**config.mk**
```make
export PLATFORM = sky130hd
export DESIGN_NAME = c7b_ifu_fetch
export DESIGN_NICKNAME = d
export VERILOG_FILES = /design/src/rtl/c7b_ifu_pkg.sv /design/src/rtl/c7b_ifu_ibuf.sv /design/src/rtl/c7b_ifu_fetch.sv
export SDC_FILE = /design/constraint.sdc
export NUM_CORES = 1
export LEC_CHECK = 0
export CORE_MARGIN = 1.5
export CORE_UTILIZATION = 34
export CTS_CLUSTER_SIZE = 16
export DETAILED_ROUTE_END_ITERATION = 12
export GPL_ROUTABILITY_DRIVEN = 0
export PLACE_DENSITY = 0.53
export SLEW_MARGIN = 20
export SYNTH_ARGS = -nofsm -noshare
export SYNTH_HDL_FRONTEND = slang
export SYNTH_SLANG_ARGS = --single-unit
```
**constraint.sdc**
```tcl
create_clock -name clk -period 3.9 [get_ports clk]
set_input_delay 0.78 -clock clk [delete_from_list [all_inputs] [get_ports clk]]
set_output_delay 0.78 -clock clk [all_outputs]
set_load 0.02 [all_outputs]
```
**src/rtl/c7b_ifu_pkg.sv**
```systemverilog
// Shared types and constants for the c7b instruction fetch unit.
package c7b_ifu_pkg;

  localparam int INST_W   = 32;
  localparam int PC_W     = 32;
  localparam int LINE_OFF = 3;

  // Fetch FSM: IDLE may issue a request, WAIT holds one outstanding request.
  typedef enum logic [0:0] {
    IDLE = 1'b0,
    WAIT = 1'b1
  } fetch_state_t;

  // One instruction buffer slot.
  typedef struct packed {
    logic [INST_W-1:0] inst;
    logic [PC_W-1:0]   pc;
  } ibuf_entry_t;

endpackage

```
**src/rtl/c7b_ifu_ibuf.sv**
```systemverilog
// Instruction buffer: dual-push / single-pop FIFO with synchronous flush.
// push1 is only ever used together with push0; entry1 lands behind entry0.
// Handshake: head is offered while head_valid=1; it is consumed on a cycle
// where head_valid & pop are both high, and never changes otherwise.
module c7b_ifu_ibuf
  import c7b_ifu_pkg::*;
#(
  parameter int QDEPTH = 4,
  localparam int PTR_W = $clog2(QDEPTH),
  localparam int CNT_W = PTR_W + 1
) (
  input  logic             clk,
  input  logic             reset,
  input  logic             flush,
  input  logic             push0,
  input  ibuf_entry_t      entry0,
  input  logic             push1,
  input  ibuf_entry_t      entry1,
  input  logic             pop,
  output logic [CNT_W-1:0] count,
  output logic             head_valid,
  output ibuf_entry_t      head
);

  ibuf_entry_t      mem [QDEPTH];
  logic [PTR_W-1:0] wr_ptr;
  logic [PTR_W-1:0] rd_ptr;
  logic             do_pop;

  assign head_valid = (count != '0);
  assign head       = mem[rd_ptr];
  assign do_pop     = pop && head_valid;

  // Storage writes; the issue logic guarantees room for both entries.
  always_ff @(posedge clk) begin
    if (push0) mem[wr_ptr] <= entry0;
    if (push1) mem[wr_ptr + PTR_W'(1)] <= entry1;
  end

  // Pointer and occupancy tracking; pointers wrap naturally at QDEPTH.
  always_ff @(posedge clk) begin
    if (reset || flush) begin
      wr_ptr <= '0;
      rd_ptr <= '0;
      count  <= '0;
    end else begin
      wr_ptr <= wr_ptr + PTR_W'(push0) + PTR_W'(push1);
      rd_ptr <= rd_ptr + PTR_W'(do_pop);
      count  <= count + CNT_W'(push0) + CNT_W'(push1) - CNT_W'(do_pop);
    end
  end

endmodule

```
**src/rtl/c7b_ifu_fetch.sv**
```systemverilog
// Fetch front-end: generates line-aligned ICU requests, splits each 64-bit
// response into two instructions and queues them for decode.
// Decode handshake: ifu_de_valid/inst/pc describe the queue head; the head
// is popped on any cycle where ifu_de_valid & de_ifu_ready are both high.
module c7b_ifu_fetch
  import c7b_ifu_pkg::*;
#(
  parameter logic [31:0] RESET_PC = 32'h0000_0000,
  parameter int          QDEPTH   = 4
) (
  input  logic        clk,
  input  logic        reset,
  input  logic        redirect_valid,
  input  logic [29:0] redirect_pc,
  output logic        ifu_icu_req_ic1,
  output logic [28:0] ifu_icu_addr_ic1,
  input  logic        icu_ifu_ack_ic1,
  input  logic        icu_ifu_data_valid_ic2,
  input  logic [63:0] icu_ifu_data_ic2,
  output logic        ifu_de_valid,
  output logic [31:0] ifu_de_inst,
  output logic [31:0] ifu_de_pc,
  input  logic        de_ifu_ready
);

  localparam int CNT_W = $clog2(QDEPTH) + 1;

  fetch_state_t    state;
  logic            drop;
  logic [PC_W-1:0] fetch_pc;
  logic [PC_W-1:0] req_pc;
  logic [CNT_W-1:0] count;
  logic            space_ok;
  logic            req;
  logic            fire;
  logic            rsp;
  logic            push0;
  logic            push1;
  ibuf_entry_t     entry0;
  ibuf_entry_t     entry1;
  ibuf_entry_t     head;
  logic            head_valid;

  // Issue only when a full line (two slots) fits, judged on the registered count.
  assign space_ok         = (CNT_W'(QDEPTH) - count) >= CNT_W'(2);
  assign req              = !reset && (state == IDLE) && space_ok && !redirect_valid;
  assign ifu_icu_req_ic1  = req;
  assign ifu_icu_addr_ic1 = fetch_pc[PC_W-1:LINE_OFF];
  assign fire             = req && icu_ifu_ack_ic1;
  assign rsp              = (state == WAIT) && icu_ifu_data_valid_ic2;

  // A response is queued unless it belongs to a request killed by a redirect.
  assign push0       = rsp && !drop && !redirect_valid;
  assign push1       = push0 && !req_pc[2];
  assign entry0.inst = req_pc[2] ? icu_ifu_data_ic2[63:32] : icu_ifu_data_ic2[31:0];
  assign entry0.pc   = req_pc;
  assign entry1.inst = icu_ifu_data_ic2[63:32];
  assign entry1.pc   = {req_pc[PC_W-1:LINE_OFF], 3'b100};

  // Fetch FSM with fetch/request PCs and the drop flag for killed responses.
  always_ff @(posedge clk) begin
    if (reset) begin
      state    <= IDLE;
      drop     <= 1'b0;
      fetch_pc <= RESET_PC;
      req_pc   <= '0;
    end else if (redirect_valid) begin
      fetch_pc <= {redirect_pc, 2'b00};
      if (rsp) begin
        // The awaited response arrived with the redirect: discard it and refetch.
        state <= IDLE;
        drop  <= 1'b0;
      end else if (state == WAIT || icu_ifu_ack_ic1) begin
        state <= WAIT;
        drop  <= 1'b1;
      end
    end else begin
      case (state)
        IDLE: begin
          if (fire) begin
            state    <= WAIT;
            req_pc   <= fetch_pc;
            fetch_pc <= {fetch_pc[PC_W-1:LINE_OFF], 3'b000} + PC_W'(8);
          end
        end
        WAIT: begin
          if (icu_ifu_data_valid_ic2) begin
            state <= IDLE;
            drop  <= 1'b0;
          end
        end
        default: state <= IDLE;
      endcase
    end
  end

  c7b_ifu_ibuf #(.QDEPTH(QDEPTH)) u_ibuf (
    .clk        (clk),
    .reset      (reset),
    .flush      (redirect_valid),
    .push0      (push0),
    .entry0     (entry0),
    .push1      (push1),
    .entry1     (entry1),
    .pop        (de_ifu_ready),
    .count      (count),
    .head_valid (head_valid),
    .head       (head)
  );

  assign ifu_de_valid = head_valid;
  assign ifu_de_inst  = head_valid ? head.inst : '0;
  assign ifu_de_pc    = head_valid ? head.pc   : '0;

  // Responses are only legal while a request is outstanding.
  assert property (@(posedge clk) disable iff (reset)
                   !(state == IDLE && icu_ifu_data_valid_ic2))
    else $error("c7b_ifu_fetch: data_valid while IDLE");

endmodule

```
==> results of run 1 <==
stage by stage:
step	total power, W	setup WS [ns]	hold WS (ns)	instances
floorplan	0.00408	0.340	0.427	1457
detailed placement	0.00432	0.452	0.438	2114
global placement	0.00431	0.522	0.433	2114
global route	0.00791	0.0475	0.498	2182
CTS	0.00774	0.0691	0.449	2182
finish	0.00764	0.281	0.452	2182
worst max-delay path, cell delays in order (launching register included):
cell and delay, ns:
dfxtp_1 0.37, inv_1 0.10, ha_1 0.19, ha_1 0.21, inv_2 0.37, buf_4 0.30
and2_1 0.15, clkdlybuf4s50_1 0.60
power by group through the flow:
stage                     Clock [W]  Sequential (W)  Combinational [W]
after floorplan                   0         0.00375           0.000323
after global placement            0         0.00377           0.000538
after detailed placement          0         0.00377           0.000543
after CTS                   0.00349         0.00370           0.000547
after global routing        0.00361         0.00371           0.000590
final                       0.00340         0.00370           0.000542
kinds of logic after synthesis:
logic type	after synthesis	synth area share (%)
buffers and inverters	203	6.12
other	1	0.0230
AO/OA/AOI/OAI	336	13.7
AND/OR/NAND/NOR	508	15.8
multiplexers	66	8.82
XOR/XNOR	16	0.858
adder cells (fa/ha/maj)	9	0.827
flip-flops	317	53.8
final timing paths:
path | start | to | slack [ns] | depth (start not counted)
setup / recovery | u_ibuf.count[1] | ifu_de_pc[25] | 0.28 | 7
hold / removal | fetch_pc[2] | req_pc[2] | 0.45 | 2
setup reg to reg | u_ibuf.count[1] | u_ibuf.count[2] | 1.30 | 11
hold reg to reg | fetch_pc[2] | req_pc[2] | 0.45 | 2
routing by layer:
layer / share of wire, % / vias up / global-route usage, %
met3: 5.6 / 50 / 2.96
met4: 2.1 / 0 / 5.28
li1: - / 5555 / -
met5: 0 / - / 0
met2: 46 / 376 / 26.9
met1: 46 / 5702 / 24.1
state kept, by name (all words and copies together) (netlist names):
signal,flops
fetch_pc,30
u_ibuf.rd_ptr,2
u_ibuf.count,3
u_ibuf.mem,248
u_ibuf.wr_ptr,2
state,1
drop,1
req_pc,30
cell usage in the layout (no fill, tap or decap), types with 3 or more instances in the layout:
cell type          n
and2_1           126
a221oi_1         130
nor2_2             3
xor2_1            10
buf_12            15
a211oi_1          11
a22oi_1            3
dfxtp_4            3
clkinv_2           5
nor2b_1           61
xnor2_1            6
inv_2              3
nand2_1          210
nor4_1             4
ha_1               6
and3_1             9
o21ai_0            7
clkdlybuf4s50_1  191
clkbuf_1           8
nor3_1             9
a311oi_1           3
mux4_2            62
a21oi_1          173
clkbuf_8           3
inv_1             11
edfxtp_1         244
dfxtp_1           70
nor2_1            33
clkinv_1          10
fa_1               3
nand4_1           12
o211ai_1           5
mux2_2             4
nand3_1           14
or3_1              6
clkbuf_16         39
buf_4             22
final cells by class:
cell class	count	area share, %
multi-input combinational	937	33.3
tap	615	3.89
clock buffer	50	5.29
inverter	15	0.284
timing repair buffer	230	12.1
sequential	317	44.4
clock inverter	18	0.689
timing repair:
item                       4_1_cts  5_1_grt
setup endpoints to repair        0        1
setup buffers                    0        0
resized for setup                0        1
==> impl_metrics.tcl, run 1 <==
set metrics [dict create \
    num-fill-cells 4484 \
    worstPathArrival_ns 2.84 \
    synth_top_area_share_pct 44.8 \
    p_comb_share_pct 7.1 \
    clockBufferDepth 3 \
    critical_path_class "flop to primary output" \
    core_sq_um 47500 \
    ys_seq_area_share_pct 53.8 \
    synth.distinct_cells 48 \
    hold_path.class "flop to flop" \
    path_clk_slew_ns 0.06 \
    grt_pass1_vias 11259 \
    ys.flop_type "edfxtp_1" \
    rsz0062_at_grt "no" \
    placed_area_sq_um 18600 \
    track_usage_pct 17.1 \
    synth-warning-count 0 \
    ir_drop_uv 268 \
    antenna_found_initial 0 \
    numClockSinks 317 \
    area_delta_synth_final_pct 21.2 \
    p_clk_share_pct 44.4 \
    vias 11683 \
    drc 0 \
    fp.dieH_um 222 \
    firstDrtPassIters 5 \
    postSynthAreaPerCell_sq_um 11.2 \
    final_core_util_pct 41.6 \
    io_pins 195 \
    start_util_pct 34.4 \
    pwr-share-seq_pct 48.5 \
    syn_area_sq_um 16300 \
    antennaDiodeCount 0 \
    setup.worst_path.start_class "flop" \
    synth_largest_area_cell "edfxtp_1" \
    num_rows 80 \
    synth_seq_cells 317 \
    outcome "finished clean" \
    finalSetupViolCount 0 \
    synth_edf_count 244 \
    setup_tns_ns 0 \
    hpwl_um 26500 \
    multi_input_area_sq_um 6600 \
    p_leak_nw 6.42 \
    async_reset_ff_share_pct 0 \
    post-route-cell-area_sq_um 19800 \
    slew_violations 0 \
    grt.overflow.total 0 \
    hold_viol_final 0 \
    drt-initial-drc-count 970 \
    drive_above_1_share_pct 11.5 \
    synth_common_cells "244 x edfxtp_1, 210 x nand2_1, 173 x a21oi_1" \
    seqCellArea_sq_um 8800 \
    p_int_w 0.00591 \
    chipWidth_um 222 \
    yosys.cell_count.top_type "edfxtp_1" \
    period_needed_ns 3.62 \
    skew_ns 0.0150 \
    htreeDepth 2 \
    syn-instance-count 1456 \
    clock.fmax_mhz 276 \
    switchingPower_w 0.00173 \
    end_kind "primary output" \
    ant_nets 0 \
    viasPerCell 5.35 \
    p_per_area_nw_per_um2 386 \
    die-area_sq_um 49400 \
    grt_pass1_wl_um 66400 \
    drt_wl_total_um 42700 \
    finalCritPeriodShare_pct 92.8 \
    ys_top_cells_by_area "edfxtp_1 45%, dfxtp_1 8.9%, mux4_2 8.5%, a221oi_1 7.0%, a21oi_1 5.3%" \
    io_buffers 192 \
    clk_latency_ns 0.54 \
    worst_pin_slew_ns 0.966 \
    cts_buffers 37 \
    cts_hold_buf 0 \
    crit_required_ns 3.12 \
    max_cap_violations 0 \
    cts-root-buf "clkbuf_16" \
    grt_max_degree 126 \
    wl_per_cell_um 19.6 \
    nets 1647 \
    cp_max_fo 25 \
    cts_tree "done" \
    swShare_pct 22.6 \
    slew_headroom_pct 35.6 \
]
No activity file was read; power rests on OpenSTA's default activity.
==> run 2, diff against run 1 <==
--- a/config.mk
+++ b/config.mk
@@ -10,6 +10,7 @@
 export CTS_CLUSTER_SIZE = 16
 export DETAILED_ROUTE_END_ITERATION = 12
 export GPL_ROUTABILITY_DRIVEN = 0
+export HOLD_SLACK_MARGIN = 0.12
 export PLACE_DENSITY = 0.53
 export SLEW_MARGIN = 20
 export SYNTH_ARGS = -nofsm -noshare
==> results of run 2 <==
Final layout, timing and power as in run 1 (identical DEF).
